### src/rtl/dec_pkg.sv
// Shared constants, sample type and the scale/saturate helper for the
// decimator output path.
package dec_pkg;

    localparam int SINC_DEC_RATIO = 16;
    localparam int SINC_W         = 20;
    localparam int SAMPLE_W       = 16;

    typedef logic signed [SAMPLE_W-1:0] sample_t;

    typedef struct packed {
        sample_t data;
        logic    sat;
    } sat_res_t;

    // Arithmetic left shift followed by a clamp to SAMPLE_W signed.
    // The input is taken pre-sign-extended to 32 bits and widened to 64 bits
    // so no bits are lost before the clamp for any shift up to 32.
    function automatic sat_res_t sat_shift(input logic signed [31:0] value,
                                           input int unsigned         shift);
        logic signed [63:0] wide;
        logic signed [63:0] smax;
        logic signed [63:0] smin;
        sat_res_t           r;
        smax = (64'sd1 <<< (SAMPLE_W - 1)) - 64'sd1;
        smin = -(64'sd1 <<< (SAMPLE_W - 1));
        wide = {{32{value[31]}}, value};
        wide = wide <<< shift;
        if (wide > smax) begin
            r.data = sample_t'(smax);
            r.sat  = 1'b1;
        end else if (wide < smin) begin
            r.data = sample_t'(smin);
            r.sat  = 1'b1;
        end else begin
            r.data = sample_t'(wide);
            r.sat  = 1'b0;
        end
        return r;
    endfunction

endpackage

### src/rtl/dec_sample_buffer_fifo.sv
// First-word-fall-through synchronous FIFO with an explicit occupancy counter.
// DEPTH must be a power of two (pointers wrap naturally) and at least 2.
module sync_fifo_fwft #(
    parameter int WIDTH = 16,
    parameter int DEPTH = 8
) (
    input  logic                     clk,
    input  logic                     rst,
    input  logic                     push,
    input  logic [WIDTH-1:0]         wdata,
    input  logic                     pop_req,
    output logic [WIDTH-1:0]         rdata,
    output logic                     valid,
    output logic [$clog2(DEPTH):0]   level,
    output logic                     accepted
);
    import dec_pkg::*;

    localparam int PW = $clog2(DEPTH);
    localparam int LW = PW + 1;

    logic [WIDTH-1:0] mem [DEPTH];
    logic [PW-1:0]    wptr;
    logic [PW-1:0]    rptr;
    logic             full;
    logic             pop;

    assign valid    = (level != '0);
    assign full     = (level == LW'(DEPTH));
    assign pop      = pop_req && valid;
    // A full FIFO still takes a write when the head leaves on the same edge.
    assign accepted = push && (!full || pop);
    assign rdata    = mem[rptr];

    // Storage is cleared on reset so the head reads 0 until the first write.
    always_ff @(posedge clk) begin
        if (rst) begin
            for (int i = 0; i < DEPTH; i++) mem[i] <= '0;
        end else if (accepted) begin
            mem[wptr] <= wdata;
        end
    end

    // Pointers and occupancy counter.
    always_ff @(posedge clk) begin
        if (rst) begin
            wptr  <= '0;
            rptr  <= '0;
            level <= '0;
        end else begin
            if (accepted) wptr <= wptr + PW'(1);
            if (pop)      rptr <= rptr + PW'(1);
            case ({accepted, pop})
                2'b10:   level <= level + LW'(1);
                2'b01:   level <= level - LW'(1);
                default: level <= level;
            endcase
        end
    end

endmodule

### src/rtl/dec_sample_buffer.sv
// Output stage behind the sinc3 decimator: scale and saturate each sample,
// queue it in a FWFT FIFO and report occupancy plus sticky error flags.
// DOUT_W is expected to equal dec_pkg::SAMPLE_W.
module dec_sample_buffer
    import dec_pkg::*;
#(
    parameter int          DIN_W  = 20,
    parameter int          DOUT_W = 16,
    parameter int unsigned SHIFT  = 3,
    parameter int          DEPTH  = 8
) (
    input  logic                        CLK,
    input  logic                        RST,
    input  logic                        IN_VALID,
    input  logic signed [DIN_W-1:0]     IN_DATA,
    input  logic                        OUT_READY,
    output logic                        OUT_VALID,
    output logic [DOUT_W-1:0]           OUT_DATA,
    output logic [$clog2(DEPTH):0]      LEVEL,
    output logic                        OVERFLOW,
    output logic                        SAT_FLAG,
    input  logic                        CLR_FLAGS
);

    sat_res_t res;
    sample_t  stage_data;
    logic     stage_vld;
    logic     accepted;

    assign res = sat_shift(32'(IN_DATA), SHIFT);

    // Stage register: capture the scaled sample on each input strobe.
    always_ff @(posedge CLK) begin
        if (RST) begin
            stage_vld  <= 1'b0;
            stage_data <= '0;
        end else begin
            stage_vld <= IN_VALID;
            if (IN_VALID) stage_data <= res.data;
        end
    end

    // Sticky flags; a new event on the clear edge wins over the clear.
    always_ff @(posedge CLK) begin
        if (RST) begin
            SAT_FLAG <= 1'b0;
            OVERFLOW <= 1'b0;
        end else begin
            if (IN_VALID && res.sat) SAT_FLAG <= 1'b1;
            else if (CLR_FLAGS)      SAT_FLAG <= 1'b0;
            if (stage_vld && !accepted) OVERFLOW <= 1'b1;
            else if (CLR_FLAGS)         OVERFLOW <= 1'b0;
        end
    end

    sync_fifo_fwft #(
        .WIDTH (DOUT_W),
        .DEPTH (DEPTH)
    ) u_fifo (
        .clk      (CLK),
        .rst      (RST),
        .push     (stage_vld),
        .wdata    (DOUT_W'(stage_data)),
        .pop_req  (OUT_READY),
        .rdata    (OUT_DATA),
        .valid    (OUT_VALID),
        .level    (LEVEL),
        .accepted (accepted)
    );

endmodule

### config.mk
export PLATFORM = sky130hd
export DESIGN_NAME = dec_sample_buffer
export DESIGN_NICKNAME = d
export VERILOG_FILES = /design/src/rtl/dec_pkg.sv /design/src/rtl/dec_sample_buffer_fifo.sv /design/src/rtl/dec_sample_buffer.sv
export SDC_FILE = /design/constraint.sdc
export NUM_CORES = 1
export LEC_CHECK = 0
export ABC_AREA = 1
export ABC_CLOCK_PERIOD_IN_PS = 2600
export CAP_MARGIN = 25
export CELL_PAD_IN_SITES_DETAIL_PLACEMENT = 0
export CELL_PAD_IN_SITES_GLOBAL_PLACEMENT = 1
export CORE_ASPECT_RATIO = 1.2
export CORE_UTILIZATION = 45
export DETAILED_ROUTE_END_ITERATION = 8
export PLACE_DENSITY = 0.81
export SLEW_MARGIN = 15
export SYNTH_ARGS = -nofsm -noshare
export SYNTH_HDL_FRONTEND = slang
export SYNTH_HIERARCHICAL = 1
export SYNTH_SLANG_ARGS = --single-unit
export TNS_END_PERCENT = 20
### constraint.sdc
create_clock -name CLK -period 2.6 [get_ports CLK]
set_input_delay 0.52 -clock CLK [delete_from_list [all_inputs] [get_ports CLK]]
set_output_delay 0.52 -clock CLK [all_outputs]
set_load 0.03 [all_outputs]
==> Yosys cells after proc, flatten, opt, wreduce, memory -nomap -nowiden <==
Memories as Yosys holds them, arrays and structs flattened. A register that Yosys moved wholly into a read port is not among the register bits.
Index checks and enable logic that the tools add are counted.
{ "word_totals": {"input_bits": 25, "wordCells": 45, "n_memories": 1, "ramBits": 128, "output_inout_bits": 23, "reg_bits": 29} }
{ "memory_table": {"columns": ["memory", "depth", "word_bits", "rd", "rd_ports_with_merged_regs", "write_ports", "line_no", "rtl"], "rows": [
  ["u_fifo.mem", 8, 16, 1, 1, 8, "dec_sample_buffer_fifo.sv:22", "logic [WIDTH-1:0] mem [DEPTH];"]
]} }
{ "op_classes": {"n_addsub": 4, "n_reduce_logical": 12, "n_mux": 16, "eq_ne": 3, "n_lt_le_gt_ge": 2} }
{ "op_table": {"columns": ["operator", "count"], "rows": [
  ["two-way mux 17 bit", 2],
  ["> comparator 23 x 16 -> 1 bit, second input constant", 1],
  ["less-than comparator 23 x 16 -> 1 bit, second input constant", 1],
  ["two-way mux 16 bit", 1],
  ["OR reduction 16 bit", 1],
  ["two-way mux 1 bit", 9],
  ["two-way mux 3 bit", 3],
  ["one-hot mux 4 bit (2 select lines)", 1],
  ["adder 3 x 1 -> 3 bit, second input constant", 2],
  ["nonzero test 2 bit", 3],
  ["adder 4 x 1 -> 4 bit, second input constant", 1],
  ["== test 4 bit, second input constant", 1],
  ["logical AND 1 bit", 4],
  ["nonzero test 4 bit", 1],
  ["subtractor 4 x 1 -> 4 bit, second input constant", 1],
  ["== test 2 x 1 -> 1 bit, second input constant", 1],
  ["== test 2 bit, second input constant", 1],
  ["zero test 1 bit", 2],
  ["logical OR 1 bit", 1]
]} }

==> Logic depth before layout (Yosys ltp) <==
{ "depth": {"word_depth": 9, "mapped_depth": 13, "ltp_nobuf": 13} }

==> Hierarchy <==
Netlist, hierarchy kept.
{ "modules_own_cells": {"columns": ["mod", "n_inst", "seq_area_each_um2", "cells_each", "area_each_um2"], "rows": [
  ["sync_fifo_fwft", 1, 4103.9, 619, 6288.5],
  ["dec_sample_buffer", 1, 340.3, 114, 824.5]
]} }

==> Least setup slack after synthesis <==
No wires, ideal clock.
{ "synth_path": {"path_type": "register to register", "start": "reg u_fifo.level[2]", "end": "mem u_fifo.mem[0][0], enable pin", "required_ps": 2228, "setup_ps": 372, "t_arrival_ps": 1829, "path_buffers": 1, "stages_incl_launch_ff": 8, "period_less_slack_ps": 2200, "slack_ps": 400, "cell_sequence": "dfxtp_1 > inv_1 > nand4_2 > nand2_4 > nor3_4 > nand2_4 > buf_6 > nand2_1"} }
{ "synth_lines": {"columns": ["element", "line_no", "rtl"], "rows": [
  ["start: declaration", "dec_sample_buffer_fifo.sv:14", "output logic [$clog2(DEPTH):0] level,"],
  ["start signal: assignment", "dec_sample_buffer_fifo.sv:54", "2'b10: level <= level + LW'(1);"],
  ["start signal: assignment", "dec_sample_buffer_fifo.sv:55", "2'b01: level <= level - LW'(1);"],
  ["start signal: assignment", "dec_sample_buffer_fifo.sv:56", "default: level <= level;"],
  ["end: declaration", "dec_sample_buffer_fifo.sv:22", null]
]} }

==> impl_metrics.csv <==
group,metric,value,unit
route,wl_per_cell,15.70,um
worst_setup_path,cp.buffers_inverters,3,
route,drc_errors,0,
timing,min_period,2.487,ns
worst_setup_path,path_cells,"clkinv_2, buf_12, nor2_1, o32ai_1, nand2_1, nand2_1, buf_4",
timing,rsz0062_at_grt,"false",
status,status,"finished, final reports clean",
power_and_ir_drop,ir_drop,375.7,uV
global_routing,grt_pass1_wl,25270,um
die,core_area,15510,sq um
die,rows,50,
timing,hold_violations,0,
placed_design,portBuffers,47,
placed_design,dpl_cell_area,7910,sq um
global_routing,grt-ovfl-total,0,
route,vias,5235,
timing,drv_slew,0,
yosys,synth-edff-count,128,
yosys,yosys_warnings,6,
hold_path,min_delay_path_depth,1,
die,die_h,139.7,um
power_and_ir_drop,clkPwrFrac,0.320,
yosys,avgSynthCellArea,9.704,sq um
global_routing,grt_pass1_vias,5163,
worst_setup_path,rrSetupSlack,0.64,ns
yosys,synth_area,7113,sq um
layout,design_area,8513,sq um
layout,final_nets,817,
layout,drive_gt1_frac,0.1213,
yosys,synthFlopType,"edfxtp_1",
clock_network,clock_path_buffers,2,
power_and_ir_drop,swShare,0.3298,
clock_network,cts_tree,"done",
hold_path,whs_endpoint,"u_fifo/rptr[2]$_SDFFE_PP0N_",
placed_design,pre_cts_slack,0.2692,ns
power_and_ir_drop,p_int,5.219,mW
clock_network,cts.sinks,158,
route,ant_nets,0,
worst_setup_path,reg2regPathDepth,12,
flow_run,cap_violations,0,
route,initialDrtViolationCount,379,
die,die_area,16320,sq um
clock_network,clk_pin_slew,0.06,ns
hold_path,hp-start,"u_fifo/rptr[2]$_SDFFE_PP0N_",
layout,antenna_cells,0,
worst_setup_path,arrival,1.97,ns
die,dieWidth,116.8,um
worst_setup_path,critPathMaxFanout,26,
timing,finalSetupTns,0,ns
clock_network,numCtsBuffers,17,
timing,worst_pin_slew,0.6068,ns
global_routing,grt_usage,0.2069,
worst_setup_path,cp_common_cell,"nand2_1",
timing,maxClockFrequency,402.1,MHz
power_and_ir_drop,total_power,7.786,mW
power_and_ir_drop,p_seq_frac,0.382,
yosys,synth_nets,763,
power_and_ir_drop,combPwrFrac,0.298,
timing,layout_setup_ws,0.1129,ns
timing,max_slew_margin,0.5950,
route,dr.pass1.iters,5,
power_and_ir_drop,power_switching,2.568,mW
yosys,synthArstFlopShare,0,
timing,fin_crit_sh,0.9566,
power_and_ir_drop,p_leak,3.347,nW
worst_setup_path,r2r-end,"u_fifo/level[3]$_SDFFE_PP0P_",
route,wl,15830,um
die,start_util,0.4585,
worst_setup_path,path_class,"flop to output port",
clock_network,h-tree-depth,4,
timing,hold_slack,0.4552,ns
placed_design,hpwl,10690,um
route,vias_per_cell,5.193,
timing,setup_viol,0,
yosys,yosysSeqAreaShare,0.6248,
yosys,synth.ff_latch_count,158,
worst_setup_path,required,2.08,ns
worst_setup_path,rr_startpoint,"u_fifo/level[0]$_SDFFE_PP0P_",
timing,skew,0.009343,ns
yosys,syn_inst,733,
global_routing,grt_max_degree,65,
hold_path,hold_path_class,"flop to flop",
clock_network,clock_latency,0.42,ns
worst_setup_path,end_kind,"output port",
placed_design,routabilityCongestion,0.7602,
power_and_ir_drop,cellPowerDensity,914.6,nW/um^2
worst_setup_path,crit_family,"buffers and inverters",
worst_setup_path,cpPeakStageDelay,0.34,ns
die,io_pins,48,
worst_setup_path,worstSetupStartpointType,"flop",
clock_network,clockRootBuffer,"clkbuf_16",
worst_setup_path,cpMaxStageDelayCell,"dfxtp_2",
yosys,synth.distinct_cells,28,
layout,area_growth,19.68,%
global_routing,antenna_found_initial,0,
-- per-stage QoR --
| step | cells | utilization |
|---|---|---|
| final | 1008 | 0.5487 |
| after global routing | 1008 | 0.5487 |
| after CTS | 1008 | 0.5484 |
| after detailed placement | 976 | 0.5098 |
| after global placement | 976 | 0.5098 |
| after floorplan | 733 | - |
-- worst max-delay path by stage --
stage / startpoint / end / slack, ns / cells past startpoint
6_report: flop / OUT_DATA[15] / 0.11 / 7
5_1_grt: flop / OUT_DATA[4] / 0.01 / 7
4_1_cts: flop / OUT_DATA[14] / 0.02 / 6
3_5_place_dp: OUT_READY / u_fifo/mem[2][7]$_SDFFCE_PN0P_ / 0.27 / 8
3_3_place_gp: OUT_READY / u_fifo/mem[2][7]$_SDFFCE_PN0P_ / 0.27 / 8
2_1_floorplan: u_fifo/level[2]$_SDFFE_PP0P_ / u_fifo/mem[0][0]$_SDFFCE_PN0P_ / 0.40 / 7
-- routing by layer --
layer  GRT usage  vias to the layer above  routed length [um]
met5           0                        -                   0
met4     0.07195                        0                 208
met3     0.03833                       17                 731
met2      0.3641                      150                8281
met1      0.2503                     2514                6604
li1            -                     2554                   -
-- cell type report --
type	count	area, sq um
clock inverter	13	165.2
multi-input combinational	485	2275
inverter	53	200.2
clock buffer	19	432.9
timing repair buffer	72	734.5
tap	208	260.3
fill	1377	7002
sequential	158	4446
-- cell usage in the layout (no fill, tap or decap), drive strengths merged --
master	instances
o21ai	51
nor2	265
clkinv	6
bufinv	3
nand2	94
clkdlybuf4s50	31
inv	53
a21oi	23
ha	4
clkbuf	19
nand4	2
nand3	8
o32ai	32
o21bai	2
clkinvlp	4
nor3	2
fa	1
dfxtp	30
xnor2	1
edfxtp	128
buf	41
-- sequential cells by signal, indices dropped and copies added (netlist names), named ones only --
register	count
u_fifo/wptr	3
u_fifo/mem	128
stage_data	14
SAT_FLAG	1
stage_vld	1
OVERFLOW	1
u_fifo/rptr	3
u_fifo/level	4
-- Yosys cell counts (6+ instances only) --
cell | number | area [sq um]
nand2_1 | 87 | 326.6
inv_1 | 51 | 191.4
buf_2 | 6 | 30.03
nand3_1 | 8 | 40.04
o32ai_1 | 32 | 280.3
buf_6 | 6 | 67.56
edfxtp_1 | 128 | 3844
nand2_4 | 6 | 67.56
dfxtp_1 | 30 | 600.6
a21oi_2 | 9 | 78.83
clkbuf_1 | 23 | 86.33
o21ai_0 | 51 | 255.2
a21oi_1 | 14 | 70.07
nor2_1 | 261 | 979.7
-- worst reg2reg max path, cell delays in order, from the launching register on --
cell,delay [ns]
dfxtp_1,0.36
nor2_2,0.20
nand2_1,0.12
nand3_1,0.19
inv_1,0.10
ha_1,0.34
nand3_1,0.09
nand3_1,0.11
nand3_1,0.11
nand3_1,0.11
nand2_1,0.05
inv_1,0.04
nor2_1,0.03
-- power by group through the flow --
| stage | clock network (mW) | logic (mW) | registers [mW] |
|---|---|---|---|
| floorplan | 0 | 1.50 | 3.03 |
| global placement | 0 | 2.28 | 3.02 |
| detailed placement | 0 | 2.31 | 3.03 |
| CTS | 2.52 | 2.32 | 2.97 |
| global route | 2.60 | 2.53 | 2.99 |
| finish | 2.49 | 2.32 | 2.97 |
-- cells by family after synthesis --
logic type	count (synthesis)	share of synthesized area
flip-flops	158	0.6248
adder cells (fa/ha/maj)	5	0.009851
buffers and inverters	90	0.05541
AND/OR/NAND/NOR	371	0.2088
XOR/XNOR	1	0.001232
AO/OA/AOI/OAI	108	0.09991
-- timing repair --
item	CTS	global route
resized for setup	0	2
hold buffers	0	0
buffers inserted	0	0
endpoints found under the setup margin	0	11
No activity file was read; power rests on OpenSTA's default activity.
